<file path="src/rtl/prach_mixer_if.sv">
// Bundle of the prach_mixer sample, NCO, output and error-control signals.
// The DUT connects through the slave modport. The driving side connects through the master modport.
interface prach_mixer_if;
    // raw samples, same cycle as the NCO's din
    logic signed [15:0] din_i;
    logic signed [15:0] din_q;
    logic               din_dv;
    logic [7:0]         din_chn;
    logic               sync_in;
    // NCO output, e^(-j*phi) as cos/sin in fi(1,16,14)
    logic signed [15:0] nco_cos;
    logic signed [15:0] nco_sin;
    logic               nco_dv;
    logic [7:0]         nco_chn;
    // sticky alignment-error control
    logic               err_clr;
    logic               align_err;
    // mixed output in fi(1,16,15)
    logic signed [15:0] dout_i;
    logic signed [15:0] dout_q;
    logic               dout_dv;
    logic [7:0]         dout_chn;
    logic               sync_out;

    modport master (
        output din_i, din_q, din_dv, din_chn, sync_in,
        output nco_cos, nco_sin, nco_dv, nco_chn,
        output err_clr,
        input  dout_i, dout_q, dout_dv, dout_chn, sync_out, align_err
    );

    modport slave (
        input  din_i, din_q, din_dv, din_chn, sync_in,
        input  nco_cos, nco_sin, nco_dv, nco_chn,
        input  err_clr,
        output dout_i, dout_q, dout_dv, dout_chn, sync_out, align_err
    );
endinterface

</file>
<file path="src/rtl/prach_mixer.sv">
// PRACH complex down-conversion mixer.
// Raw IQ is delayed to line up with the NCO output (stage A).
// The pipeline then forms I*cos+Q*sin and Q*cos-I*sin over three registered stages:
//   M1: products
//   M2: round half-up and shift right by 14
//   M3: saturate to 16 bits; this stage is the output register.
// Control (dv, chn, sync) flows every cycle. Data stages load only with valid samples.
module prach_mixer #(
    parameter int NCO_LATENCY = 4
) (
    input  logic          clk,
    input  logic          rst_n,
    prach_mixer_if.slave  bus
);

    // packed alignment word: {i[15:0], q[15:0], dv, chn[7:0], sync}
    localparam int SW = 42;
    localparam logic signed [18:0] SAT_MAX  = 19'sd32767;
    localparam logic signed [18:0] SAT_MIN  = -19'sd32768;
    localparam logic signed [32:0] RND_HALF = 33'sd8192;

    // clamp the post-shift sum into the signed 16-bit output range
    function automatic logic signed [15:0] sat16(input logic signed [18:0] x);
        logic signed [15:0] r;
        if (x > SAT_MAX) begin
            r = 16'sh7fff;
        end else if (x < SAT_MIN) begin
            r = 16'sh8000;
        end else begin
            r = x[15:0];
        end
        return r;
    endfunction

    // alignment delay line
    logic [SW-1:0] dly_d [NCO_LATENCY];
    logic [SW-1:0] dly_q [NCO_LATENCY];

    // stage A (output of the delay line)
    logic signed [15:0] a_i_s;
    logic signed [15:0] a_q_s;
    logic               a_dv_s;
    logic [7:0]         a_chn_s;
    logic               a_sync_s;
    logic               mismatch_s;
    logic               err_d, err_q;

    // M1: products
    logic signed [31:0] m1_ic_d, m1_ic_q;
    logic signed [31:0] m1_qs_d, m1_qs_q;
    logic signed [31:0] m1_qc_d, m1_qc_q;
    logic signed [31:0] m1_is_d, m1_is_q;
    logic               m1_dv_d, m1_dv_q;
    logic [7:0]         m1_chn_d, m1_chn_q;
    logic               m1_sync_d, m1_sync_q;

    // M2: rounded, shifted sums
    logic signed [32:0] sum_i_s;
    logic signed [32:0] sum_q_s;
    logic signed [18:0] m2_i_d, m2_i_q;
    logic signed [18:0] m2_q_d, m2_q_q;
    logic               m2_dv_d, m2_dv_q;
    logic [7:0]         m2_chn_d, m2_chn_q;
    logic               m2_sync_d, m2_sync_q;

    // M3: saturated output register
    logic signed [15:0] dout_i_d, dout_i_q;
    logic signed [15:0] dout_q_d, dout_q_q;
    logic               dout_dv_d, dout_dv_q;
    logic [7:0]         dout_chn_d, dout_chn_q;
    logic               sync_out_d, sync_out_q;

    // shift the raw input word one tap down the alignment line every cycle
    always_comb begin
        dly_d[0] = {bus.din_i, bus.din_q, bus.din_dv, bus.din_chn, bus.sync_in};
        for (int k = 1; k < NCO_LATENCY; k++) begin
            dly_d[k] = dly_q[k-1];
        end
    end

    assign {a_i_s, a_q_s, a_dv_s, a_chn_s, a_sync_s} = dly_q[NCO_LATENCY-1];

    // compare the aligned tag with the NCO tag and keep the sticky error (set beats clear)
    always_comb begin
        mismatch_s = 1'b0;
        err_d      = err_q;
        if (a_dv_s != bus.nco_dv) begin
            mismatch_s = 1'b1;
        end else if (a_dv_s && (a_chn_s[2:0] != bus.nco_chn[2:0])) begin
            mismatch_s = 1'b1;
        end else begin
            mismatch_s = 1'b0;
        end
        if (mismatch_s) begin
            err_d = 1'b1;
        end else if (bus.err_clr) begin
            err_d = 1'b0;
        end else begin
            err_d = err_q;
        end
    end

    // M1: four signed 16x16 products, loaded only for valid stage-A samples
    always_comb begin
        m1_dv_d   = a_dv_s;
        m1_chn_d  = a_chn_s;
        m1_sync_d = a_sync_s;
        m1_ic_d   = m1_ic_q;
        m1_qs_d   = m1_qs_q;
        m1_qc_d   = m1_qc_q;
        m1_is_d   = m1_is_q;
        if (a_dv_s) begin
            m1_ic_d = 32'(a_i_s) * 32'(bus.nco_cos);
            m1_qs_d = 32'(a_q_s) * 32'(bus.nco_sin);
            m1_qc_d = 32'(a_q_s) * 32'(bus.nco_cos);
            m1_is_d = 32'(a_i_s) * 32'(bus.nco_sin);
        end else begin
            m1_ic_d = m1_ic_q;
            m1_qs_d = m1_qs_q;
            m1_qc_d = m1_qc_q;
            m1_is_d = m1_is_q;
        end
    end

    // M2: 33-bit sums plus half an LSB, then drop 14 fractional bits (floor)
    always_comb begin
        sum_i_s   = 33'(m1_ic_q) + 33'(m1_qs_q) + RND_HALF;
        sum_q_s   = 33'(m1_qc_q) - 33'(m1_is_q) + RND_HALF;
        m2_dv_d   = m1_dv_q;
        m2_chn_d  = m1_chn_q;
        m2_sync_d = m1_sync_q;
        m2_i_d    = m2_i_q;
        m2_q_d    = m2_q_q;
        if (m1_dv_q) begin
            m2_i_d = sum_i_s[32:14];
            m2_q_d = sum_q_s[32:14];
        end else begin
            m2_i_d = m2_i_q;
            m2_q_d = m2_q_q;
        end
    end

    // M3: saturate into the output register, holding data across dv gaps
    always_comb begin
        dout_dv_d  = m2_dv_q;
        dout_chn_d = m2_chn_q;
        sync_out_d = m2_sync_q;
        dout_i_d   = dout_i_q;
        dout_q_d   = dout_q_q;
        if (m2_dv_q) begin
            dout_i_d = sat16(m2_i_q);
            dout_q_d = sat16(m2_q_q);
        end else begin
            dout_i_d = dout_i_q;
            dout_q_d = dout_q_q;
        end
    end

    // all pipeline state, with asynchronous clear of everything in flight
    always_ff @(posedge clk or negedge rst_n) begin
        if (!rst_n) begin
            for (int k = 0; k < NCO_LATENCY; k++) begin
                dly_q[k] <= '0;
            end
            err_q      <= 1'b0;
            m1_ic_q    <= '0;
            m1_qs_q    <= '0;
            m1_qc_q    <= '0;
            m1_is_q    <= '0;
            m1_dv_q    <= 1'b0;
            m1_chn_q   <= 8'd0;
            m1_sync_q  <= 1'b0;
            m2_i_q     <= '0;
            m2_q_q     <= '0;
            m2_dv_q    <= 1'b0;
            m2_chn_q   <= 8'd0;
            m2_sync_q  <= 1'b0;
            dout_i_q   <= 16'sd0;
            dout_q_q   <= 16'sd0;
            dout_dv_q  <= 1'b0;
            dout_chn_q <= 8'd0;
            sync_out_q <= 1'b0;
        end else begin
            dly_q      <= dly_d;
            err_q      <= err_d;
            m1_ic_q    <= m1_ic_d;
            m1_qs_q    <= m1_qs_d;
            m1_qc_q    <= m1_qc_d;
            m1_is_q    <= m1_is_d;
            m1_dv_q    <= m1_dv_d;
            m1_chn_q   <= m1_chn_d;
            m1_sync_q  <= m1_sync_d;
            m2_i_q     <= m2_i_d;
            m2_q_q     <= m2_q_d;
            m2_dv_q    <= m2_dv_d;
            m2_chn_q   <= m2_chn_d;
            m2_sync_q  <= m2_sync_d;
            dout_i_q   <= dout_i_d;
            dout_q_q   <= dout_q_d;
            dout_dv_q  <= dout_dv_d;
            dout_chn_q <= dout_chn_d;
            sync_out_q <= sync_out_d;
        end
    end

    assign bus.dout_i    = dout_i_q;
    assign bus.dout_q    = dout_q_q;
    assign bus.dout_dv   = dout_dv_q;
    assign bus.dout_chn  = dout_chn_q;
    assign bus.sync_out  = sync_out_q;
    assign bus.align_err = err_q;

endmodule

</file>
<file path="src/flat_wrapper.sv">
// flat-port wrapper written by rule: the top's interface ports become plain ports
module prach_mixer_flat 
#(
    parameter int NCO_LATENCY = 4
)
  (clk, rst_n, bus_din_i, bus_din_q, bus_din_dv, bus_din_chn, bus_sync_in, bus_nco_cos, bus_nco_sin, bus_nco_dv, bus_nco_chn, bus_err_clr, bus_dout_i, bus_dout_q, bus_dout_dv, bus_dout_chn, bus_sync_out, bus_align_err);
  prach_mixer_if bus_i ();
  input  logic clk;
  input  logic rst_n;
  input wire logic [$bits(bus_i.din_i)-1:0] bus_din_i;
  input wire logic [$bits(bus_i.din_q)-1:0] bus_din_q;
  input wire logic [$bits(bus_i.din_dv)-1:0] bus_din_dv;
  input wire logic [$bits(bus_i.din_chn)-1:0] bus_din_chn;
  input wire logic [$bits(bus_i.sync_in)-1:0] bus_sync_in;
  input wire logic [$bits(bus_i.nco_cos)-1:0] bus_nco_cos;
  input wire logic [$bits(bus_i.nco_sin)-1:0] bus_nco_sin;
  input wire logic [$bits(bus_i.nco_dv)-1:0] bus_nco_dv;
  input wire logic [$bits(bus_i.nco_chn)-1:0] bus_nco_chn;
  input wire logic [$bits(bus_i.err_clr)-1:0] bus_err_clr;
  output wire logic [$bits(bus_i.dout_i)-1:0] bus_dout_i;
  output wire logic [$bits(bus_i.dout_q)-1:0] bus_dout_q;
  output wire logic [$bits(bus_i.dout_dv)-1:0] bus_dout_dv;
  output wire logic [$bits(bus_i.dout_chn)-1:0] bus_dout_chn;
  output wire logic [$bits(bus_i.sync_out)-1:0] bus_sync_out;
  output wire logic [$bits(bus_i.align_err)-1:0] bus_align_err;
  assign bus_i.din_i = bus_din_i;
  assign bus_i.din_q = bus_din_q;
  assign bus_i.din_dv = bus_din_dv;
  assign bus_i.din_chn = bus_din_chn;
  assign bus_i.sync_in = bus_sync_in;
  assign bus_i.nco_cos = bus_nco_cos;
  assign bus_i.nco_sin = bus_nco_sin;
  assign bus_i.nco_dv = bus_nco_dv;
  assign bus_i.nco_chn = bus_nco_chn;
  assign bus_i.err_clr = bus_err_clr;
  assign bus_dout_i = bus_i.dout_i;
  assign bus_dout_q = bus_i.dout_q;
  assign bus_dout_dv = bus_i.dout_dv;
  assign bus_dout_chn = bus_i.dout_chn;
  assign bus_sync_out = bus_i.sync_out;
  assign bus_align_err = bus_i.align_err;
  prach_mixer #(.NCO_LATENCY(NCO_LATENCY)) u_core (.clk(clk), .rst_n(rst_n), .bus(bus_i));
endmodule
</file>
<file path="config.mk">
export PLATFORM = sky130hd
export DESIGN_NAME = prach_mixer_flat
export DESIGN_NICKNAME = d
export VERILOG_FILES = /design/src/rtl/prach_mixer_if.sv /design/src/rtl/prach_mixer.sv /design/src/flat_wrapper.sv
export SDC_FILE = /design/constraint.sdc
export NUM_CORES = 2
export LEC_CHECK = 0
export BUFFER_PORTS_ARGS = -buffer_cell sky130_fd_sc_hd__buf_2
export CORE_ASPECT_RATIO = 0.6
export CORE_UTILIZATION = 35
export DETAILED_ROUTE_END_ITERATION = 8
export GPL_TIMING_DRIVEN = 1
export PLACE_DENSITY = 0.5
export SYNTH_ARGS = -nofsm -noshare
export SYNTH_HDL_FRONTEND = slang
export SYNTH_SLANG_ARGS = --single-unit
export TNS_END_PERCENT = 30
</file>
<file path="constraint.sdc">
create_clock -name clk -period 8.5 [get_ports clk]
set_input_delay 1.7 -clock clk [delete_from_list [all_inputs] [get_ports clk]]
set_output_delay 1.7 -clock clk [all_outputs]
set_load 0.005 [all_outputs]
</file>
==> metrics.txt <==
# TYPE chip_impl_metric gauge
chip_impl_metric{name="ys_warn_count",unit=""} 0
chip_impl_info{name="critPathCaptureType",value="register"} 1
chip_impl_metric{name="dp.final_hpwl",unit="mm"} 115.0
chip_impl_metric{name="post-cts-setup-buffer-count",unit=""} 0
chip_impl_metric{name="initial_core_util",unit=""} 0.3542
chip_impl_metric{name="vias_per_cell",unit=""} 4.681
chip_impl_info{name="synthFlopType",value="sky130_fd_sc_hd__dfrtp_1"} 1
chip_impl_metric{name="dr.pass1.iters",unit=""} 5
chip_impl_metric{name="layout-area-overhead-vs-synth",unit="%"} 9.306
chip_impl_metric{name="placement.cell_area",unit="um2"} 57890
chip_impl_metric{name="ioPinCount",unit=""} 129
chip_impl_metric{name="finalHoldViolations",unit=""} 0
chip_impl_metric{name="core_area",unit="um2"} 153300
chip_impl_metric{name="clock_sinks",unit=""} 397
chip_impl_metric{name="worstPathRequired",unit="ns"} 8.98
chip_impl_metric{name="clock_tree.buffer_depth",unit=""} 3
chip_impl_metric{name="routedWlPerCell",unit="um"} 18.68
chip_impl_metric{name="grt_overflow",unit=""} 0
chip_impl_metric{name="antenna_left",unit=""} 0
chip_impl_metric{name="dp_cells",unit=""} 7478
chip_impl_metric{name="number_of_antenna_violations_at_the_first_check_in_global_routing",unit=""} 10
chip_impl_metric{name="drt-initial-drc-count",unit=""} 1955
chip_impl_metric{name="multiInputGateArea",unit="um2"} 38980
chip_impl_info{name="most_used_cells_in_the_layout_excluding_fill_and_tap_cells",value="sky130_fd_sc_hd__inv_1, sky130_fd_sc_hd__fa_1, sky130_fd_sc_hd__nand2_1"} 1
chip_impl_metric{name="setup-tns-final",unit="ns"} 0
chip_impl_metric{name="layout.area.seq",unit="um2"} 9957
chip_impl_metric{name="synthDominantCellAreaShare",unit=""} 0.3863
chip_impl_metric{name="cts_inserted_buffers",unit=""} 44
chip_impl_info{name="clock-root-buffer",value="sky130_fd_sc_hd__clkbuf_16"} 1
chip_impl_metric{name="number_of_synthesized_flops_with_an_enable_pin",unit=""} 0
chip_impl_metric{name="synth_seq_cells",unit=""} 397
chip_impl_metric{name="worstSkewPairLatency",unit="ns"} 0.65
chip_impl_metric{name="cp_data_arrival_time",unit="ns"} 8.25
chip_impl_info{name="setup.worst_path.class",value="in2reg"} 1
chip_impl_metric{name="gpl.final_weighted_congestion",unit=""} 0.8396
chip_impl_metric{name="slew_headroom",unit=""} 0.2319
chip_impl_metric{name="setup_viol",unit=""} 0
chip_impl_metric{name="timing_worst_slew_pin_value",unit="ns"} 1.152
chip_impl_info{name="critical-path-top-cell-by-count",value="sky130_fd_sc_hd__fa_1"} 1
chip_impl_info{name="cell_type_with_the_highest_aggregate_area_in_the_netlist",value="sky130_fd_sc_hd__fa_1"} 1
chip_impl_metric{name="worst_setup_hold_path_clk_slew",unit="ns"} 0.07
chip_impl_metric{name="die-height",unit="um"} 307.1
chip_impl_info{name="synth.area.top_cells",value="sky130_fd_sc_hd__fa_1, sky130_fd_sc_hd__dfrtp_1, sky130_fd_sc_hd__ha_1"} 1
chip_impl_metric{name="grt_start_max_net_pins",unit=""} 143
chip_impl_info{name="cell_chain_critical_path",value="buf_2 -> nand2_1 -> fa_1 -> inv_1 -> fa_1 -> fa_1 -> fa_1 -> fa_1 -> inv_1 -> fa_1 -> inv_1 -> ha_1 -> and4_1 -> a41oi_1 -> o211ai_1 -> a2111oi_2 -> nor2_1 -> a211o_1 -> a21oi_2 -> xnor2_1 -> mux2_2"} 1
chip_impl_metric{name="post_route_cells_drive_above_1_share",unit=""} 0.08813
chip_impl_metric{name="num_rows",unit=""} 111
chip_impl_metric{name="post_synth.cell_area_avg",unit="um2"} 10.03
chip_impl_metric{name="postRouteWirelength",unit="mm"} 141.3
chip_impl_metric{name="critPathMaxFanout",unit=""} 24
chip_impl_info{name="layout_commonest_cell",value="sky130_fd_sc_hd__inv_1"} 1
chip_impl_metric{name="vias",unit=""} 35423
chip_impl_metric{name="die_x",unit="um"} 510.5
chip_impl_metric{name="post_synth_inst_count",unit=""} 5412
chip_impl_metric{name="cts.hold.buffers_added",unit=""} 0
chip_impl_metric{name="slowest_delay",unit="ns"} 0.61
chip_impl_metric{name="filler_cell_count",unit=""} 15284
chip_impl_metric{name="post-route-drc-count",unit=""} 0
chip_impl_metric{name="cts_resized",unit=""} 0
chip_impl_info{name="rsz0062_at_grt",value="false"} 1
chip_impl_info{name="worst_path_dominant_cell_family",value="adder cells"} 1
chip_impl_metric{name="fin_crit",unit="ns"} 7.770
chip_impl_metric{name="synthesis.area",unit="um2"} 54310
chip_impl_metric{name="global_route_wire_length_before_repair",unit="mm"} 230.0
chip_impl_metric{name="fin_crit_sh",unit=""} 0.9141
chip_impl_info{name="hold_path.class",value="reg2reg"} 1
chip_impl_metric{name="final_net_count",unit=""} 7074
chip_impl_metric{name="via_count_of_the_first_global_routing_pass",unit=""} 38873
chip_impl_metric{name="ys_types",unit=""} 73
chip_impl_metric{name="final_cells",unit=""} 7568
chip_impl_metric{name="max_freq",unit="MHz"} 128.7
chip_impl_info{name="setup.worst_path.start_class",value="input pin"} 1
chip_impl_info{name="status",value="completed"} 1
chip_impl_info{name="cts_tree",value="yes"} 1
chip_impl_metric{name="ys_seq_area_frac",unit=""} 0.1829
chip_impl_metric{name="finalClockSkew",unit="ns"} 0.05319
chip_impl_metric{name="die_area",unit="um2"} 156800
chip_impl_metric{name="final_cell_area",unit="um2"} 59360
chip_impl_metric{name="synth_async_reset_ratio",unit=""} 1.000
chip_impl_metric{name="port_buffers",unit=""} 123
chip_impl_metric{name="clock_tree.htree_level_count",unit=""} 2
chip_impl_metric{name="max-cap-violations",unit=""} 0
chip_impl_metric{name="track_usage",unit=""} 0.1912
chip_impl_info{name="crit_path_top_delay_cell",value="sky130_fd_sc_hd__buf_2"} 1
chip_impl_metric{name="syn_nets",unit=""} 6996
chip_impl_metric{name="slew_violations",unit=""} 0
chip_impl_metric{name="buffers_and_inverters_on_the_worst_path",unit=""} 4
-- Yosys cell counts, types with 15 or more instances --
cell and number:
sky130_fd_sc_hd__xnor2_1 126, sky130_fd_sc_hd__a31oi_1 18, sky130_fd_sc_hd__nand3_1 33, sky130_fd_sc_hd__o22ai_1 34, sky130_fd_sc_hd__nor3_1 21, sky130_fd_sc_hd__a21oi_1 105, sky130_fd_sc_hd__nand2b_1 28, sky130_fd_sc_hd__a211oi_1 20
sky130_fd_sc_hd__dfrtp_1 397, sky130_fd_sc_hd__ha_1 450, sky130_fd_sc_hd__inv_1 1199, sky130_fd_sc_hd__nand2_1 549, sky130_fd_sc_hd__a21o_1 68, sky130_fd_sc_hd__fa_1 1048, sky130_fd_sc_hd__clkbuf_1 222, sky130_fd_sc_hd__and2_1 497
sky130_fd_sc_hd__xor2_1 42, sky130_fd_sc_hd__nor2_1 152, sky130_fd_sc_hd__mux2_2 92, sky130_fd_sc_hd__o21bai_1 15, sky130_fd_sc_hd__o21ai_0 84
-- routing by layer --
layer / vias to the layer above / GRT usage / wire length [um] / part of all wire
met5: - / 0.004938 / 112 / 0.00079
met3: 107 / 0.04575 / 9922 / 0.070
met1: 18163 / 0.2955 / 72230 / 0.51
met4: 2 / 0.03080 / 1848 / 0.013
li1: 16449 / - / - / -
met2: 702 / 0.2705 / 57220 / 0.40
-- layout make-up --
type | instances | area share
timing repair buffer | 268 | 0.03204
sequential | 397 | 0.1677
clock buffer | 59 | 0.02085
multi-input combinational | 3580 | 0.6567
inverter | 1199 | 0.07582
antenna | 8 | 0.0003373
clock inverter | 23 | 0.003625
tap | 2034 | 0.04287
-- state kept, by name (all words and copies together) (netlist names), 8 cells and up --
| signal | cells |
|---|---|
| u_core.m1_qc_q | 32 |
| u_core.m1_qs_q | 32 |
| u_core.a_q_s | 16 |
| u_core.m1_is_q | 32 |
| u_core.a_chn_s | 8 |
| u_core.a_i_s | 16 |
| u_core.m1_ic_q | 32 |
| u_core.dly_d | 126 |
| u_core.m2_i_q | 19 |
| u_core.bus.dout_q | 16 |
| u_core.bus.dout_chn | 8 |
| u_core.bus.dout_i | 16 |
| u_core.m1_chn_q | 8 |
| u_core.dout_chn_d | 8 |
| u_core.m2_q_q | 19 |
-- worst paths after layout --
path | start | end | slack, ns | cells past startpoint
setup / recovery | bus_nco_sin[4] | u_core.m1_qs_q[30]$_DFFE_PN0P_ | 0.73 | 21
hold / removal | u_core.dly_d[78]$_DFF_PN0_ | u_core.dly_d[36]$_DFF_PN0_ | 0.34 | 0
setup reg to reg | u_core.a_i_s[5]$_DFF_PN0_ | u_core.m1_is_q[23]$_DFFE_PN0P_ | 1.26 | 22
hold reg to reg | u_core.dly_d[78]$_DFF_PN0_ | u_core.dly_d[36]$_DFF_PN0_ | 0.34 | 0
max in group asynchronous | rst_n | u_core.m2_i_q[0]$_DFFE_PN0P_ | 5.62 | 3
min in group asynchronous | rst_n | u_core.dly_d[18]$_DFF_PN0_ | 1.13 | 1
-- worst reg2reg max path: cells and delay by family, from the launching register on --
family | cells | cell delay [ns]
compound gates | 8 | 1.90
xor+xnor | 1 | 0.19
fa+ha+maj | 7 | 3.28
buf+inv | 4 | 0.49
flops | 1 | 1.05
mux | 1 | 0.10
simple gates | 1 | 0.09
-- cells by family (layout without fill, tap and decap cells) --
logic type      count (synthesis)  count (layout)  synth area share
fa+ha+maj                    1498            1498            0.4900
buf+inv                      1435            1549           0.09923
simple gates                 1359            1359            0.1238
compound gates                456             456           0.05656
flops                         397             397            0.1829
xor+xnor                      168             168           0.02709
mux                            99              99           0.02037
other cells                     0               8                 0
-- metrics by stage --
stage                     hold slack (ns)  utilization  setup slack, ns
final                              0.3435       0.3871           0.7305
after global routing               0.3512       0.3870           0.3141
after CTS                          0.3425       0.3870           0.7745
after detailed placement           0.3347       0.3775           0.1497
after global placement             0.3317       0.3775           0.1931
after floorplan                    0.3312            -           0.8025
Power is left out: the tool's default activity adds up to more than one toggle a clock period on the data nets, which glitch-free logic cannot reach.
